File: src/rtl/vio.sv
// Virtual I/O debug block: samples a probe bus, keeps sticky edge flags and drives a host-writable output.
// Optional macro VIO_ACTIVITY_EN builds the RISE/FALL read-clear flag registers.
module vio #(
    parameter int          IN_WIDTH  = 32,
    parameter int          OUT_WIDTH = 32,
    parameter logic [31:0] OUT_INIT  = 32'h0000_0000,
    parameter logic [31:0] ID_VALUE  = 32'h5649_4F01
) (
    input  logic                 w_clk,
    input  logic                 w_rst,
    input  logic [IN_WIDTH-1:0]  probe_in0,
    output logic [OUT_WIDTH-1:0] probe_out0,
    input  logic [2:0]           host_addr,
    input  logic                 host_rd,
    input  logic                 host_wr,
    input  logic [31:0]          host_wdata,
    output logic [31:0]          host_rdata,
    output logic                 host_rvalid
);

    logic [IN_WIDTH-1:0]  r_probe_q;
    logic [IN_WIDTH-1:0]  r_probe_p;
    logic [IN_WIDTH-1:0]  r_snap;
    logic [OUT_WIDTH-1:0] r_out;
    logic                 r_freeze;
    logic [31:0]          r_cycles;
    logic [31:0]          r_rdata;
    logic                 r_rvalid;
    logic [31:0]          w_rd_mux;
    logic                 w_wr_out;
    logic                 w_wr_ctrl;

    assign w_wr_out   = host_wr && (host_addr == 3'd3);
    assign w_wr_ctrl  = host_wr && (host_addr == 3'd4);
    assign probe_out0 = r_out;
    assign host_rdata = r_rdata;
    assign host_rvalid = r_rvalid;

    always_ff @(posedge w_clk) begin
        if (w_rst) begin
            r_probe_q <= '0;
            r_probe_p <= '0;
            r_snap    <= '0;
            r_out     <= OUT_INIT[OUT_WIDTH-1:0];
            r_freeze  <= 1'b0;
            r_cycles  <= '0;
            r_rdata   <= '0;
            r_rvalid  <= 1'b0;
        end else begin
            r_probe_q <= probe_in0;
            r_probe_p <= r_probe_q;
            if (!r_freeze)
                r_snap <= r_probe_q;
            if (w_wr_out)
                r_out <= host_wdata[OUT_WIDTH-1:0];
            if (w_wr_ctrl)
                r_freeze <= host_wdata[0];
            r_cycles <= r_cycles + 32'd1;
            r_rvalid <= host_rd;
            // Mux reads pre-edge state, so a same-cycle write is not visible yet.
            if (host_rd)
                r_rdata <= w_rd_mux;
        end
    end

`ifdef VIO_ACTIVITY_EN
    logic [IN_WIDTH-1:0] r_rise;
    logic [IN_WIDTH-1:0] r_fall;
    logic [IN_WIDTH-1:0] w_rise_det;
    logic [IN_WIDTH-1:0] w_fall_det;
    logic                w_clr_rise;
    logic                w_clr_fall;

    assign w_rise_det = r_probe_q & ~r_probe_p;
    assign w_fall_det = ~r_probe_q & r_probe_p;
    assign w_clr_rise = host_rd && (host_addr == 3'd1);
    assign w_clr_fall = host_rd && (host_addr == 3'd2);

    // Newly detected edges are OR-ed after the clear so set wins.
    always_ff @(posedge w_clk) begin
        if (w_rst) begin
            r_rise <= '0;
            r_fall <= '0;
        end else begin
            r_rise <= (r_rise & {IN_WIDTH{~w_clr_rise}}) | w_rise_det;
            r_fall <= (r_fall & {IN_WIDTH{~w_clr_fall}}) | w_fall_det;
        end
    end
`else
    logic w_unused_probe_p;
    assign w_unused_probe_p = ^r_probe_p;
`endif

    always_comb begin
        w_rd_mux = '0;
        case (host_addr)
            3'd0: w_rd_mux[IN_WIDTH-1:0]  = r_snap;
`ifdef VIO_ACTIVITY_EN
            3'd1: w_rd_mux[IN_WIDTH-1:0]  = r_rise;
            3'd2: w_rd_mux[IN_WIDTH-1:0]  = r_fall;
`endif
            3'd3: w_rd_mux[OUT_WIDTH-1:0] = r_out;
            3'd4: w_rd_mux[0]             = r_freeze;
            3'd5: w_rd_mux                = r_cycles;
            3'd6: w_rd_mux                = ID_VALUE;
            default: w_rd_mux             = '0;
        endcase
    end

endmodule

File: config.mk
export PLATFORM = sky130hd
export DESIGN_NAME = vio
export DESIGN_NICKNAME = d
export VERILOG_FILES = /design/src/rtl/vio.sv
export SDC_FILE = /design/constraint.sdc
export NUM_CORES = 1
export LEC_CHECK = 0
export BUFFER_PORTS_ARGS = -buffer_cell sky130_fd_sc_hd__clkbuf_2
export CAP_MARGIN = 30
export CELL_PAD_IN_SITES_DETAIL_PLACEMENT = 0
export CELL_PAD_IN_SITES_GLOBAL_PLACEMENT = 1
export CORE_ASPECT_RATIO = 1.75
export CORE_MARGIN = 2
export CORE_UTILIZATION = 44
export DETAILED_ROUTE_END_ITERATION = 10
export HOLD_SLACK_MARGIN = 0.03
export PLACE_DENSITY = 0.95
export SLEW_MARGIN = 20
export SYNTH_ARGS = -nofsm -noshare
export SYNTH_HDL_FRONTEND = slang
export SYNTH_SLANG_ARGS = --single-unit
File: constraint.sdc
create_clock -name w_clk -period 2.6 [get_ports w_clk]
set_input_delay 0 -clock w_clk [delete_from_list [all_inputs] [get_ports w_clk]]
set_output_delay 0 -clock w_clk [all_outputs]
set_load 0.005 [all_outputs]
### Word level (Yosys, flattened, before mapping)

Index checks and enable logic that the tools add are counted.

| storage, ports and cells | value |
|---|---|
| register bits after elaboration | 162 |
| input bits | 71 |
| output and inout port bits | 65 |

| cells by class | value |
|---|---|
| add/sub/neg operators | 1 |
| equal/unequal tests | 4 |
| multiplexer cells | 2 |
| reductions and logical operators | 3 |

Operators with widths:

| kind | number |
|---|---|
| $pmux 31 s4 | 1 |
| $add 32x1->32 const B | 1 |
| $eq 3x3->1 const B | 3 |
| $pmux 1 s5 | 1 |
| $eq 3x2->1 const B | 1 |
| $logic_not 3->1 | 1 |
| $logic_and 1x1->1 | 2 |

### Longest topological paths before layout

| logic depth | value |
|---|---|
| depth after elaboration | 2 |
| depth in mapped cells | 8 |
| mapped depth without buffers | 5 |

### Worst setup path after synthesis

Ideal clock, no wire load.

| timing path | value |
|---|---|
| path type | flip-flop to flip-flop |
| from | reg r_cycles[0] |
| to | reg r_cycles[22] |
| setup time | 70 ps |
| data arrival time | 1591 ps |
| required time | 2530 ps |
| slack | 938 ps |
| stages on the path, launching flop included | 6 |
| path buffers | 0 |
| path through | dfxtp_1 > ha_1 > and3_1 > nand4_1 > or4_1 > a21oi_1 |

| on the way | value |
|---|---|
| cells in the longest elaborated chain, start to end | 1 |

Ends and longest elaborated chain:

| element | line | text |
|---|---|---|
| start, declared | 26 | `logic [31:0] r_cycles;` |
| start signal, assigned | 58 | `r_cycles <= r_cycles + 32'd1;` |
| $add 32x1->32 | 58 |  |

Every way passes these cells.
A chain may end at the register's enable or synchronous reset.

### Worst setup path after layout

| timing path | value |
|---|---|
| from | reg r_cycles[0] |
| to | reg r_cycles[28] |

The elaborated chain is that of the path after synthesis.

==> run summary <==
The worst clock skew came out at 6.13 ps. The worst register-to-register path begins at r_cycles[0]$_SDFF_PP0_. After layout, the worst path uses 73.6% of the clock period. The leakage power summed over all cells is 3.33 nW. The count of warnings emitted by yosys came out at 0. The mux share of post-synthesis cell area came out at 4.97%. The proportion of layout cells with a drive suffix above 1 came out at roughly 22%. In this run the critical register-to-register path is captured at r_cycles[28]$_SDFF_PP0_. The number of antenna violations at the first check in global routing came out at 1. The worst slew margin relative to its limit came out at 38.9%. The number of search-and-repair iterations in the first detailed-routing pass is 5. The signal on the critical path passes through ha_1 -> and3_1 -> nand4_1 -> buf_4 -> or4_1 -> a21oi_1. Summing the areas of all compound-gate instances in the mapped netlist gives approximately 14% of the synthesized area.

Of all nets on the critical path, the largest fanout is 19. Once detail routing completed, the nets flagged for antenna violations numbered 0. The filler cell count came out at 1,314. The most used flip-flop cell after synthesis is sky130_fd_sc_hd__dfxtp_1. The commonest non-fill, non-tap cell in the layout is sky130_fd_sc_hd__dfxtp_1. The overall die width is 96.9 um. The delay contributed by the slowest stage of the critical path came out at 480 ps. The xor and xnor fraction of the mapped netlist area is 1.79%. Summing over every cut layer, the via total after detailed routing is 5,983.

The post-synthesis sequential element count came out at roughly 160. The share of total power dissipated in sequential elements is between 40% and 50%. The total I/O pin count came out at around 140.

The total half-perimeter wirelength after legalization and detailed placement is around 12 mm. The critical path in this run is classified as reg2reg. The kind of end point of the critical path is a flop. The clock network latency to the later pin of the worst-skew pair came out at 420 ps. After detailed routing, the number of remaining DRC violations is 0.

TritonCTS built the clock tree. Across the whole layout, storage elements account for 3240 um2. After clock tree synthesis, the clock-pin slew on the worst setup and hold paths is 60 ps. Tracing the worst setup path back leads to its startpoint at r_cycles[0]$_SDFF_PP0_. The final setup TNS came out at 0 ps. In this run, synthesis inferred 0 flip-flops with an integrated enable. The share of async-settable or async-resettable flops after synthesis came out at 0%. In this run the most critical hold path is launched from host_wr. The total area inside the core boundary comes to 14,800 um2. The starting utilization of the core area came out at 44.8%. The data arrival time of the critical path came out at around 2300 ps.

On the critical path, the stage with the largest delay is an instance of sky130_fd_sc_hd__or4_1. The aggregate global routing overflow came out at 0. Summing the areas of all and, or, nand and nor instances in the mapped netlist gives 25.9% of the synthesized area. The post-route core utilization is 58.4%. The switching share of total power is ~23%. Combinational cells account for under 10% of the total power. The number of slew-limit violations in the final report is 0. The number of global-route vias before repair came to around 5,800.

The internal portion of the total power is 4.07 mW. The clock drives between 150 and 200 sinks. The slack of the worst reg-to-reg path is between 600 and 700 ps.

The highest clock rate is around 0.52 GHz. The via density per instance came out at 5.31. The maximum VDD drop came out at 0.000388 V.

After detailed routing, the total wire length is 18.1 mm. The pin count of the biggest net entering global routing came out at 60. The depth of the CTS H-tree is 4. Dividing the detail-routed wire length by the instance count gives between 15 and 20 um.

In this run the core area contains 59 standard-cell rows. The global-route wire length before repair is 28.7 mm. The total nets after synthesis came out at 826. The portion of the post-synthesis area used by sequential elements came out at 48.8%. In this run the worst hold path is classified as in2reg. The total area of multi-input combinational cells came out at around 3100 um2. The clock network power share came out at around 43%. By area, the combinational part of the netlist is dominated by simple AND/OR/NAND/NOR gates.

The synthesized netlist contains 34 unique library cells. Following the worst setup path forward leads to its endpoint at r_cycles[28]$_SDFF_PP0_. The count of instances resized after the clock tree is built is 0. STA classifies the critical path startpoint as a flop. The final layout contains 1,001 nets.

The number of clock buffers added by TritonCTS is 17. The top cell types in the final layout, fill and taps aside, are sky130_fd_sc_hd__dfxtp_1 (161), sky130_fd_sc_hd__clkbuf_2 (134), sky130_fd_sc_hd__a21oi_1 (102). The clock period minus final worst setup slack came out at 1910 ps. The count of max-cap constraint violations is 0. The floorplan step set the die height to 167 um. The routability congestion estimate is ~0.81.

Setup repair after global routing left no endpoint under its margin. The length in cells of the worst reg-to-reg path is 6. The post-synthesis average cell area came out at 8.82 um2. For this design the ratio of total power to cell area is 610 nW/um2. The number of endpoints failing setup at the final stage came out at 0. For the pin with the worst max-slew slack, the measured transition is 914 ps.

The total of buffers placed on input and output ports is 135. The number of buffers on the longest clock path is 2. The count of mapped cells out of synthesis came out at 754. The final-report hold violation count is 0.

The total die area is 16,100 um2. In this run, the number of DRC markers left after iteration 0 of detailed routing was roughly 300. The total track usage is 22.0%. The run finished with clean final reports. The total standard cell area after synthesis is between 6000 and 7000 um2. Clock tree synthesis selected as its root buffer the cell sky130_fd_sc_hd__clkbuf_16. After Yosys synthesis, full adders, half adders and majority gates account for less than 1% of the synthesized area. The required arrival time at the worst endpoint came out at between 2000 and 3000 ps. The net load switching power came out at ~1.2 mW. Compared with the post-synthesis result, the final layout area differs by 30.4%.
## cell families (layout without fill, tap and decap cells)
kind of cell,count (synthesis),in the layout
AND/OR/NAND/NOR,314,314
flip-flops,162,162
multiplexers,33,33
adder cells (fa/ha/maj),1,1
AO/OA/AOI/OAI,167,167
XOR/XNOR,12,12
other,0,1
buffers and inverters,65,253
## cells in the mapped netlist, types with 6 or more instances
library cell | n | area (um2)
sky130_fd_sc_hd__a21oi_1 | 102 | 510
sky130_fd_sc_hd__a221o_1 | 13 | 130
sky130_fd_sc_hd__and2_1 | 31 | 194
sky130_fd_sc_hd__and3_1 | 7 | 43.8
sky130_fd_sc_hd__buf_2 | 10 | 50.1
sky130_fd_sc_hd__clkbuf_1 | 48 | 180
sky130_fd_sc_hd__dfxtp_1 | 162 | 3240
sky130_fd_sc_hd__mux2i_1 | 33 | 330
sky130_fd_sc_hd__nand2_1 | 74 | 278
sky130_fd_sc_hd__nand2b_1 | 32 | 200
sky130_fd_sc_hd__nand3_1 | 31 | 155
sky130_fd_sc_hd__nand4_1 | 6 | 37.5
sky130_fd_sc_hd__nor2_1 | 47 | 176
sky130_fd_sc_hd__nor2b_1 | 35 | 219
sky130_fd_sc_hd__o211ai_1 | 13 | 97.6
sky130_fd_sc_hd__o21ai_0 | 29 | 145
sky130_fd_sc_hd__o31ai_1 | 10 | 75.1
sky130_fd_sc_hd__or3_1 | 9 | 56.3
sky130_fd_sc_hd__or3b_2 | 19 | 166
sky130_fd_sc_hd__or4_1 | 10 | 75.1
sky130_fd_sc_hd__xor2_1 | 9 | 78.8
## power by group through the flow
stage / clock, mW / sequential [mW] / combinational, mW
CTS: 2.30 / 2.60 / 0.421
detailed placement: 0 / 2.65 / 0.343
global placement: 0 / 2.65 / 0.339
finish: 2.26 / 2.60 / 0.431
global route: 2.40 / 2.61 / 0.470
floorplan: 0 / 2.64 / 0.207
## stage by stage
| stage | std cells | total power, mW | area [um2] | hold slack [ps] | setup slack, ps |
|---|---|---|---|---|---|
| global route | 1126 | 5.48 | 8670 | 90.5 | 580 |
| finish | 1126 | 5.29 | 8670 | 58.3 | 685 |
| floorplan | 754 | 2.85 | 6650 | 128 | 938 |
| global placement | 1028 | 2.99 | 7480 | 214 | 766 |
| CTS | 1124 | 5.32 | 8650 | 40.6 | 713 |
| detailed placement | 1028 | 3.00 | 7480 | 213 | 723 |
## flip-flops by register name, summed over array words and instances, names as in the netlist
name         cells
host_rdata      32
r_snap          32
r_freeze         1
r_cycles        32
probe_out0      32
host_rvalid      1
r_probe_q       32
## layout make-up
type                            count  area share (%)
Inverter                            3           0.130
Clock inverter                      8           0.635
Antenna cell                        1          0.0289
Multi-Input combinational cell    527            36.2
Clock buffer                       24            5.55
Tap cell                          183            2.64
Sequential cell                   162            37.4
Timing Repair Buffer              218            17.4
## repair_timing
item | CTS | global route
hold buffers | 64 | 0
buffers inserted | 0 | 0
hold endpoints to repair | 65 | 0
## worst max-delay path, delay by kind of cell (launching register included)
kind / cells / cell delay, ps
and+or+nand+nor: 3 / 820
adders and majority gates: 1 / 270
buffers and inverters: 1 / 210
AOI/OAI and AO/OA: 1 / 160
DFF: 1 / 390
## metal layers
metal	track usage, %	up-vias	wire (um)
li1	-	2950	-
met4	13.6	0	815
met2	38.4	177	9350
met1	24.6	2809	7300
met5	0	-	0
met3	3.94	47	616
## how the worst min path moves through the flow
stage	end	slack, ps	depth (start not counted)
after floorplan	r_probe_q[0]$_SDFF_PP0_	130	1
after global placement	r_probe_q[25]$_SDFF_PP0_	210	2
after detailed placement	r_probe_q[21]$_SDFF_PP0_	210	2
after CTS	r_freeze$_SDFFE_PP0P_	40	4
after global routing	r_freeze$_SDFFE_PP0P_	90	4
final	r_freeze$_SDFFE_PP0P_	60	4
Note: power is estimated with default switching activity, not from simulation.
